===== config.mk =====
export PLATFORM = sky130hd
export DESIGN_NAME = bitcoin_job_ctrl
export DESIGN_NICKNAME = d
export VERILOG_FILES = /design/src/rtl/btc_job_pkg.sv /design/src/rtl/btc_word_ram.sv /design/src/rtl/bitcoin_job_ctrl.sv
export SDC_FILE = /design/constraint.sdc
export NUM_CORES = 2
export LEC_CHECK = 0
export CAP_MARGIN = 40
export CORE_UTILIZATION = 33
export DETAILED_ROUTE_END_ITERATION = 8
export SETUP_SLACK_MARGIN = 0.02
export SLEW_MARGIN = 20
export SYNTH_ARGS = -nofsm -noshare
export SYNTH_HDL_FRONTEND = slang
export SYNTH_SLANG_ARGS = --single-unit
export TNS_END_PERCENT = 50

===== constraint.sdc =====
create_clock -name clk -period 5.3 [get_ports clk]
set_input_delay 0.795 -clock clk [delete_from_list [all_inputs] [get_ports clk]]
set_output_delay 0.795 -clock clk [all_outputs]
set_load 0.005 [all_outputs]

===== src/rtl/btc_job_pkg.sv =====
// Shared types for the bitcoin job controller: FSM states and the scan result record.
package btc_job_pkg;
  localparam int NUM_MSG_WORDS = 20;
  localparam int NUM_NONCES    = 16;

  typedef enum logic [2:0] {
    IDLE, LOAD, KICK, WAIT_BUSY, WAIT_DONE, SCAN, REPORT
  } state_e;

  typedef struct packed {
    logic        found;
    logic [3:0]  nonce;
    logic [31:0] hash;
    logic        timeout;
  } btc_res_t;
endpackage


===== src/rtl/btc_word_ram.sv =====
// Single-port word RAM shared by the job controller and the hasher; registered read.
module btc_word_ram #(
  parameter int ADDR_W = 6,
  parameter int DATA_W = 32
) (
  input  logic              clk,
  input  logic              reset_n,
  input  logic              we_i,
  input  logic [ADDR_W-1:0] addr_i,
  input  logic [DATA_W-1:0] wdata_i,
  output logic [DATA_W-1:0] rdata_o
);
  logic [DATA_W-1:0] mem_q [2**ADDR_W];
  logic [DATA_W-1:0] rdata_q;

  always_ff @(posedge clk)
    if (we_i) mem_q[addr_i] <= wdata_i;

  // Only the read register is reset; array contents start undefined.
  always_ff @(posedge clk or negedge reset_n)
    if (!reset_n) rdata_q <= '0;
    else          rdata_q <= mem_q[addr_i];

  assign rdata_o = rdata_q;
endmodule


===== src/rtl/bitcoin_job_ctrl.sv =====
// Loads a 20-word header into the shared RAM, kicks the hasher, then scans its 16 h0
// results for the first one below target. Optional watchdog: define BTC_JOB_WDOG_EN.
module bitcoin_job_ctrl
  import btc_job_pkg::*;
#(
  parameter int          ADDR_W      = 6,
  parameter logic [15:0] MSG_BASE    = 16'h0000,
  parameter logic [15:0] OUT_BASE    = 16'h0020,
  parameter int          NUM_NONCES  = 16,
  parameter int          WDOG_CYCLES = 4096
) (
  input  logic        clk,
  input  logic        reset_n,
  input  logic        job_valid,
  output logic        job_ready,
  input  logic [31:0] job_word,
  input  logic [31:0] job_target,
  output logic        res_valid,
  input  logic        res_ready,
  output logic        res_found,
  output logic [3:0]  res_nonce,
  output logic [31:0] res_hash,
  output logic        res_timeout,
  output logic        busy,
  output logic        addr_err,
  output logic        hash_start,
  input  logic        hash_done,
  output logic [15:0] message_addr,
  output logic [15:0] output_addr,
  input  logic        mem_clk,
  input  logic        mem_we,
  input  logic [15:0] mem_addr,
  input  logic [31:0] mem_write_data,
  output logic [31:0] mem_read_data
);
  localparam int SCAN_W = $clog2(NUM_NONCES + 1);

  state_e            state_q, state_d;
  logic [4:0]        beat_q, beat_d;
  logic [SCAN_W-1:0] scan_q, scan_d;
  logic [31:0]       target_q, target_d;
  btc_res_t          res_q, res_d;
  logic              addr_err_q, oor_q;
  logic              ctl_we, ram_we, hasher_own, addr_hi, scan_hit;
  logic [15:0]       ctl_addr;
  logic [3:0]        scan_j;
  logic [ADDR_W-1:0] ram_addr;
  logic [31:0]       ram_wdata, ram_rdata;

`ifdef BTC_JOB_WDOG_EN
  localparam int WDOG_W = $clog2(WDOG_CYCLES + 1);
  logic [WDOG_W-1:0] wdog_q, wdog_d;
`endif

  always_comb begin
    state_d  = state_q;
    beat_d   = beat_q;
    scan_d   = scan_q;
    target_d = target_q;
    res_d    = res_q;
    ctl_we   = 1'b0;
    ctl_addr = MSG_BASE + 16'(beat_q);
    scan_j   = 4'(scan_q - 1'b1);
    scan_hit = ram_rdata < target_q;
    case (state_q)
      IDLE: if (job_valid) begin
        ctl_we   = 1'b1;
        ctl_addr = MSG_BASE;
        target_d = job_target;
        beat_d   = 5'd1;
        state_d  = LOAD;
      end
      LOAD: if (job_valid) begin
        ctl_we = 1'b1;
        if (beat_q == 5'(NUM_MSG_WORDS - 1)) state_d = KICK;
        else                                  beat_d  = beat_q + 5'd1;
      end
      KICK: begin
        res_d   = '0;
        scan_d  = '0;
        state_d = WAIT_BUSY;
      end
      // done is high before the hasher starts, so it must be seen low first
      WAIT_BUSY: if (!hash_done) state_d = WAIT_DONE;
      WAIT_DONE: if (hash_done)  state_d = SCAN;
      SCAN: begin
        ctl_addr = OUT_BASE + 16'(scan_q);
        scan_d   = scan_q + 1'b1;
        // Data for word j lands one cycle after its address; strict < keeps the lower j on ties.
        if (scan_q == SCAN_W'(1) ||
            (scan_q != '0 && !res_q.found && (scan_hit || ram_rdata < res_q.hash))) begin
          res_d.found = scan_hit;
          res_d.nonce = scan_j;
          res_d.hash  = ram_rdata;
        end
        if (scan_q == SCAN_W'(NUM_NONCES)) state_d = REPORT;
      end
      REPORT: if (res_ready) state_d = IDLE;
      default: state_d = IDLE;
    endcase
`ifdef BTC_JOB_WDOG_EN
    wdog_d = '0;
    if (state_q == WAIT_BUSY || state_q == WAIT_DONE) begin
      wdog_d = wdog_q + 1'b1;
      if (state_d != SCAN && wdog_q == WDOG_W'(WDOG_CYCLES - 1)) begin
        state_d       = REPORT;
        res_d         = '0;
        res_d.timeout = 1'b1;
      end
    end
`endif
  end

  always_ff @(posedge clk or negedge reset_n)
    if (!reset_n) begin
      state_q    <= IDLE;
      beat_q     <= '0;
      scan_q     <= '0;
      target_q   <= '0;
      res_q      <= '0;
      addr_err_q <= 1'b0;
      oor_q      <= 1'b0;
    end else begin
      state_q    <= state_d;
      beat_q     <= beat_d;
      scan_q     <= scan_d;
      target_q   <= target_d;
      res_q      <= res_d;
      addr_err_q <= addr_err_q | (hasher_own & addr_hi);
      oor_q      <= hasher_own & addr_hi;
    end

`ifdef BTC_JOB_WDOG_EN
  always_ff @(posedge clk or negedge reset_n)
    if (!reset_n) wdog_q <= '0;
    else          wdog_q <= wdog_d;
`endif

  // Hasher writes outside its window are dropped: it holds mem_we high while idle.
  assign hasher_own = (state_q == KICK) || (state_q == WAIT_BUSY) || (state_q == WAIT_DONE);
  assign addr_hi    = |mem_addr[15:ADDR_W];
  assign ram_we     = hasher_own ? (mem_we & ~addr_hi) : ctl_we;
  assign ram_addr   = hasher_own ? mem_addr[ADDR_W-1:0] : ctl_addr[ADDR_W-1:0];
  assign ram_wdata  = hasher_own ? mem_write_data : job_word;

  btc_word_ram #(.ADDR_W(ADDR_W), .DATA_W(32)) u_ram (
    .clk     (clk),
    .reset_n (reset_n),
    .we_i    (ram_we),
    .addr_i  (ram_addr),
    .wdata_i (ram_wdata),
    .rdata_o (ram_rdata)
  );

  assign mem_read_data = oor_q ? 32'h0 : ram_rdata;
  assign job_ready     = (state_q == IDLE) || (state_q == LOAD);
  assign hash_start    = (state_q == KICK);
  assign busy          = (state_q != IDLE);
  assign res_valid     = (state_q == REPORT);
  assign res_found     = res_q.found;
  assign res_nonce     = res_q.nonce;
  assign res_hash      = res_q.hash;
  assign addr_err      = addr_err_q;
  assign message_addr  = MSG_BASE;
  assign output_addr   = OUT_BASE;

`ifdef BTC_JOB_WDOG_EN
  assign res_timeout = res_q.timeout;
`else
  assign res_timeout = 1'b0;
`endif

  logic unused_ok;
  assign unused_ok = ^{mem_clk, ctl_addr[15:ADDR_W], res_q.timeout};
endmodule

## Word-level counts from Yosys, hierarchy flattened

Memories as Yosys holds them, arrays and structs flattened. A register that Yosys moved wholly into a read port is not among the register bits.
Cells that the tools add are included.

- Shifts and indexed selects: 0
- Order comparisons: 2
- Add/sub/neg operators: 4
- Multiplexer cells: 25
- Multiply operators: 0
- Reduce and logical (&&, ||, !) cells: 20
- Equality and inequality tests: 18
- Divide/modulo/power cells: 0
- Bitwise gates (word level): 4

Operator list:

| cell | count |
|---|---|
| 37-bit case mux with 2 select lines | 1 |
| 32-bit < comparator | 2 |
| 32-bit 2-to-1 mux | 2 |
| 37-bit 2-to-1 mux | 1 |
| 3-bit 2-to-1 mux | 7 |
| 3-bit case mux with 7 select lines | 1 |
| 5-bit 2-to-1 mux | 4 |
| 5-bit case mux with 2 select lines | 2 |
| 2-bit != test, second input constant | 8 |
| 6-bit case mux with 2 select lines | 1 |
| 5-bit by 1-bit adder with 5-bit output, second input constant | 2 |
| 5-bit == test, second input constant | 2 |
| 10-bit OR reduction | 1 |
| 3-bit == test, second input constant | 3 |
| 7-bit AND reduction | 1 |
| 6-bit by 5-bit adder with 6-bit output, first input constant | 1 |
| 3-bit by 2-bit == test with 1-bit output, second input constant | 2 |
| 6-bit 2-to-1 mux | 1 |
| 5-bit by 1-bit == test with 1-bit output, second input constant | 1 |
| 1-bit logical OR | 5 |
| 1-bit 2-to-1 mux | 5 |
| 5-bit nonzero test | 1 |
| 2-bit AND reduction | 2 |
| 4-bit AND reduction | 1 |
| other kinds (12) | 16 |

- Input bits: 119
- Bits in writable memories: 2048
- Memories: 1
- ROM bits: 0
- Latch bits: 0
- Output and inout port bits: 107
- Register bits: 84
- Logic and storage cells: 83

Memories:

| name | words | width | rd ports | clocked after Yosys merged registers in | wr ports | line | source |
|---|---|---|---|---|---|---|---|
| u_ram.mem_q | 64 | 32 | 1 | 1 | 1 | btc_word_ram.sv:13 | `logic [DATA_W-1:0] mem_q [2**ADDR_W];` |

## Longest topological paths before layout

- Word-level depth: 6
- Depth in mapped cells: 13
- Mapped depth without buffers: 11

## Hierarchy

A second synthesis with hierarchy kept.

- Cells, all modules: 5057
- Area total of the unflattened synthesis: 84711.2 um^2

Modules (own cells, without submodules):

| module | cells an instance | times used | area an instance (um^2) |
|---|---|---|---|
| btc_word_ram | 4409 | 1 | 78711.7 |
| bitcoin_job_ctrl | 648 | 1 | 5999.5 |

## Worst setup path after synthesis

Ideal clock, no wire load.

- Path kind: input -> register
- Start point: input port job_valid
- End point: memory u_ram.mem_q[11][0] (enable)
- Buffers on the path: 3
- Data arrival time: 3.912 ns
- Setup slack: 0.967 ns
- Stages on the path: 9
- Required time: 4.879 ns
- Path through: nor4b_4 o31ai_2 mux2_4 nor3_2 buf_4 buf_4 buf_2 nand2_1 nor2_1

- Longest elaborated chain between the ends: 5
- Elaborated cells on any way between the ends: 8
- Classes of those cells: mux: 8

Ends and longest elaborated chain:

| item | line | source |
|---|---|---|
| start, declared | bitcoin_job_ctrl.sv:14 | `input logic job_valid,` |
| 1-bit 2-to-1 mux | bitcoin_job_ctrl.sv:66, bitcoin_job_ctrl.sv:73 |  |
| 1-bit 2-to-1 mux | n/a |  |
| 1-bit 2-to-1 mux | bitcoin_job_ctrl.sv:142 | `assign ram_we = hasher_own ? (mem_we & ~addr_hi) : ctl_we;` |
| 1-bit 2-to-1 mux | btc_word_ram.sv:17 | `if (we_i) mem_q[addr_i] <= wdata_i;` |
| 1-bit 2-to-1 mux (not written as such) | btc_word_ram.sv:17 |  |
| end, declared | btc_word_ram.sv:13 |  |

Parallel ways exist; a longest one is shown, timed or not.

## Worst setup path after layout

- Start point: register state_q[0]
- End point: register u_ram.rdata_q[3] (netlist: u_ram.rdata_o[3]) (read register of u_ram.mem_q)

- Longest elaborated chain between the ends: 4
- Elaborated cells on any way between the ends: 9
- Classes of those cells: eq/ne: 4; mux: 2; reduce/logical: 3

Ends and longest elaborated chain:

| item | line | source |
|---|---|---|
| start, declared | bitcoin_job_ctrl.sv:38 | `state_e state_q, state_d;` |
| start signal, assigned | bitcoin_job_ctrl.sv:124 | `state_q <= state_d;` |
| parallel branches: the longest is 3 deep, another holds 6-bit case mux with 2 select lines | n/a |  |
| 6-bit 2-to-1 mux * | bitcoin_job_ctrl.sv:143 | `assign ram_addr = hasher_own ? mem_addr[ADDR_W-1:0] : ctl_addr[ADDR_W-1:0];` |
| end, declared | btc_word_ram.sv:14 | `logic [DATA_W-1:0] rdata_q;` |

Mark *: on every way between the ends.
A chain may end at the register's enable or synchronous reset.

==> impl_metrics.toml <==
[status]
status = "finished, final reports clean"

[detailed_routing]
ant_nets = 0
firstDrtPassIters = 5
drtIter0Drc = 5416
post_drt_wl_per_cell_um = 28.3
finalWirelength_um = 237000
vias_per_cell = 5.63
drc = 0
vias = 47333

[sta]
finalWorstSetupSlack_ns = 0.758
fmax_mhz = 220
worstMarginPinSlew_ns = 0.891
period_needed_ns = 4.54
grt_setup_unrepaired = "no"
finalCritPeriodShare = 0.857
drv_slew = 0
finalSetupTns_ns = 0
relSlewSlack = 0.406
finClkSkew_ns = 0.0343
setup_viol = 0
final_hold_viol_count = 0

[synth]
yosys.area.top_type = "edfxtp_1"
ys.flop_type = "edfxtp_1"
syn-cell-area_um2 = 80800
ys_warn_count = 0
async_flop_share = 0.0536
synth.distinct_cells = 59
synth_seq_cells = 2164
syn_area_per_cell_um2 = 17.5
synthTopCellsByArea = "edfxtp_1 76%, a22oi_1 5.8%, dfrtp_1 3.6%, a22o_1 2.4%, a221oi_1 2.3%"
synth_top_area_frac = 0.761
syn_inst = 4617
synth-seq-area-share = 0.797
synth_enable_flop_cells = 2048

[cts]
cts_tree = "done"
cts_max_level = 4
cts_root_buf = "clkbuf_16"
cts.reportedPaths.clkPinSlew_ns = 0.06
worstSkewPairLatency_ns = 0.83
cts_buffers = 194
clkSinkCount = 2164
clock_path_buffers = 3

[floorplanning]
core-area_um2 = 243000
die_area_um2 = 247000
initial_utilization = 0.332
dieHeight_um = 497
die_x_um = 497
ios = 226
rows = 181

[setup_path]
reg2reg_depth = 13
crit_arrival_ns = 5.16
path_class = "flop to flop"
rr_startpoint = "state_q[0]"
cp-end-kind = "flop"
r2r_end = "u_ram.rdata_o[3]"
worstPathMaxFanout = 19
cp-start-kind = "flop"
reg2reg_slack_ns = 0.76
cp.required_ns = 5.92

[grt]
grt_pass1_wl_um = 338000
grt-ovfl-total = 0
grt.total_usage = 0.187
grt_pass1_vias = 46171
antenna_found_initial = 6
grt_start_max_net_pins = 80
grtUsageMet2 = 0.301
met3_usage = 0.0332
busiest_layer = "met2"
grtUsageMet1 = 0.252

[flow_run]
cap_violations = 0

[placement]
place_hpwl_um = 142000
pre_cts_ws_ns = 0.464
gp_congestion = 0.847
portBuffers = 191

[finish]
finish.net_count = 5229
final_common_cell = "edfxtp_1"
area_growth_pct = 19.0
drive_above_1_share = 0.145
fin_util = 0.395
final_cell_mix = "2,048 x edfxtp_1, 626 x a22oi_1, 221 x buf_4, 220 x a22o_1, 218 x a31oi_1"

[worst_hold_path]
min-delay-path-class = "input pin to asynchronous set/reset pin"

[pwr]
ir_drop_v = 0.000633
cellLeakagePower_uw = 0.0303
p_per_area_nw_per_um2 = 629
## cell type report
cell class	count	area (um^2)
Clock buffer	242	5160
Fill cell	21683	147000
Sequential cell	2164	64400
Multi-Input combinational cell	2051	15300
Clock inverter	108	1060
Inverter	105	394
Antenna cell	3	7.51
Timing Repair Buffer	527	5900
Tap cell	3202	4010
## cells by family (layout without fill, tap and decap cells)
| kind of cell | count (synthesis) | after routing | synth area share |
|---|---|---|---|
| DFF | 2164 | 2164 | 0.797 |
| AOI/OAI and AO/OA | 1481 | 1481 | 0.139 |
| and+or+nand+nor | 459 | 459 | 0.0273 |
| buffers and inverters | 433 | 982 | 0.0250 |
| adders and majority gates | 67 | 67 | 0.0104 |
| muxes | 8 | 8 | 0.00145 |
| xor gates and xnor gates | 3 | 3 | 0.000325 |
| other | 2 | 36 | 0.0000929 |
## worst max-delay path, stage by stage (launching register included)
cell and delay, ns:
dfrtp_1 0.73, and3b_1 0.75, o31ai_4 0.15, mux2i_4 0.36, nor3_4 0.10, buf_4 0.21, buf_12 0.17, buf_4 0.21
a22o_1 0.24, a221oi_1 0.22, a31oi_1 0.24, nor4_1 0.39, buf_4 0.27, nand3_1 0.25
## through the flow
stage                     instances  power [uW]  cell area (um^2)  hold WS, ns
after floorplan                4648       34600             81000        0.465
after global placement         8023       45900             89500        0.453
after detailed placement       8041       46600             89800        0.473
after CTS                      8392       60400             96100        0.352
after global routing           8400       62500             96200        0.397
final                          8402       60500             96200        0.397
## cell usage after synthesis, types with 3 or more instances
cell type / count
a21oi_1: 62
ha_1: 67
nand2_1: 163
nand2b_1: 3
o31ai_1: 3
buf_2: 115
nor3_2: 3
nor4_1: 46
a21o_1: 31
a22oi_1: 626
nand4_1: 55
dfrtp_1: 116
nor3_4: 3
buf_6: 11
buf_1: 33
or3_1: 3
nand4b_1: 3
nand3_1: 39
a221oi_2: 5
a221oi_1: 214
edfxtp_1: 2048
o221ai_1: 34
and2_1: 3
a31oi_1: 218
xor2_1: 3
inv_1: 105
nor2_1: 113
buf_4: 45
clkbuf_1: 124
nor3_1: 11
a22o_1: 220
a211oi_1: 4
o21ai_0: 49
## timing repair
action	4_1_cts	5_1_grt
setup buffers	0	0
endpoints found under the hold margin	18	0
endpoints found under the setup margin	0	0
hold buffers	1	0
gates resized for setup	0	0
## registers in the layout (all words and copies together), names as in the netlist
register,count
target_q,32
res_found,1
addr_err,1
state_q,3
oor_q,1
res_nonce,4
u_ram.mem_q,2048
beat_q,5
scan_q,5
u_ram.rdata_o,32
res_hash,32
## worst max path at each step
stage	cells past startpoint	start	slack [ns]	endpoint
2_1_floorplan	9	job_valid	0.97	u_ram.mem_q[11][0]
3_3_place_gp	12	job_valid	0.35	u_ram.rdata_o[11]
3_5_place_dp	11	job_valid	0.46	u_ram.mem_q[50][13]
4_1_cts	10	state_q[0]	0.74	u_ram.mem_q[50][13]
5_1_grt	13	state_q[0]	0.57	u_ram.rdata_o[3]
6_report	13	state_q[0]	0.76	u_ram.rdata_o[3]
## power by group
part	leakage [uW]	internal [uW]	switching, uW
clock	0.00303	7820	6120
sequential	0.0199	22500	530
combinational	0.00732	7320	16200
total	0.0303	37700	22900
## metal layers
| layer | wire (um) | part of all wire |
|---|---|---|
| met1 | 95700 | 0.40 |
| met2 | 111000 | 0.47 |
| met3 | 21300 | 0.090 |
| met4 | 8830 | 0.037 |
| met5 | 9 | 0.000038 |
Power figures use the tool's default switching activity.
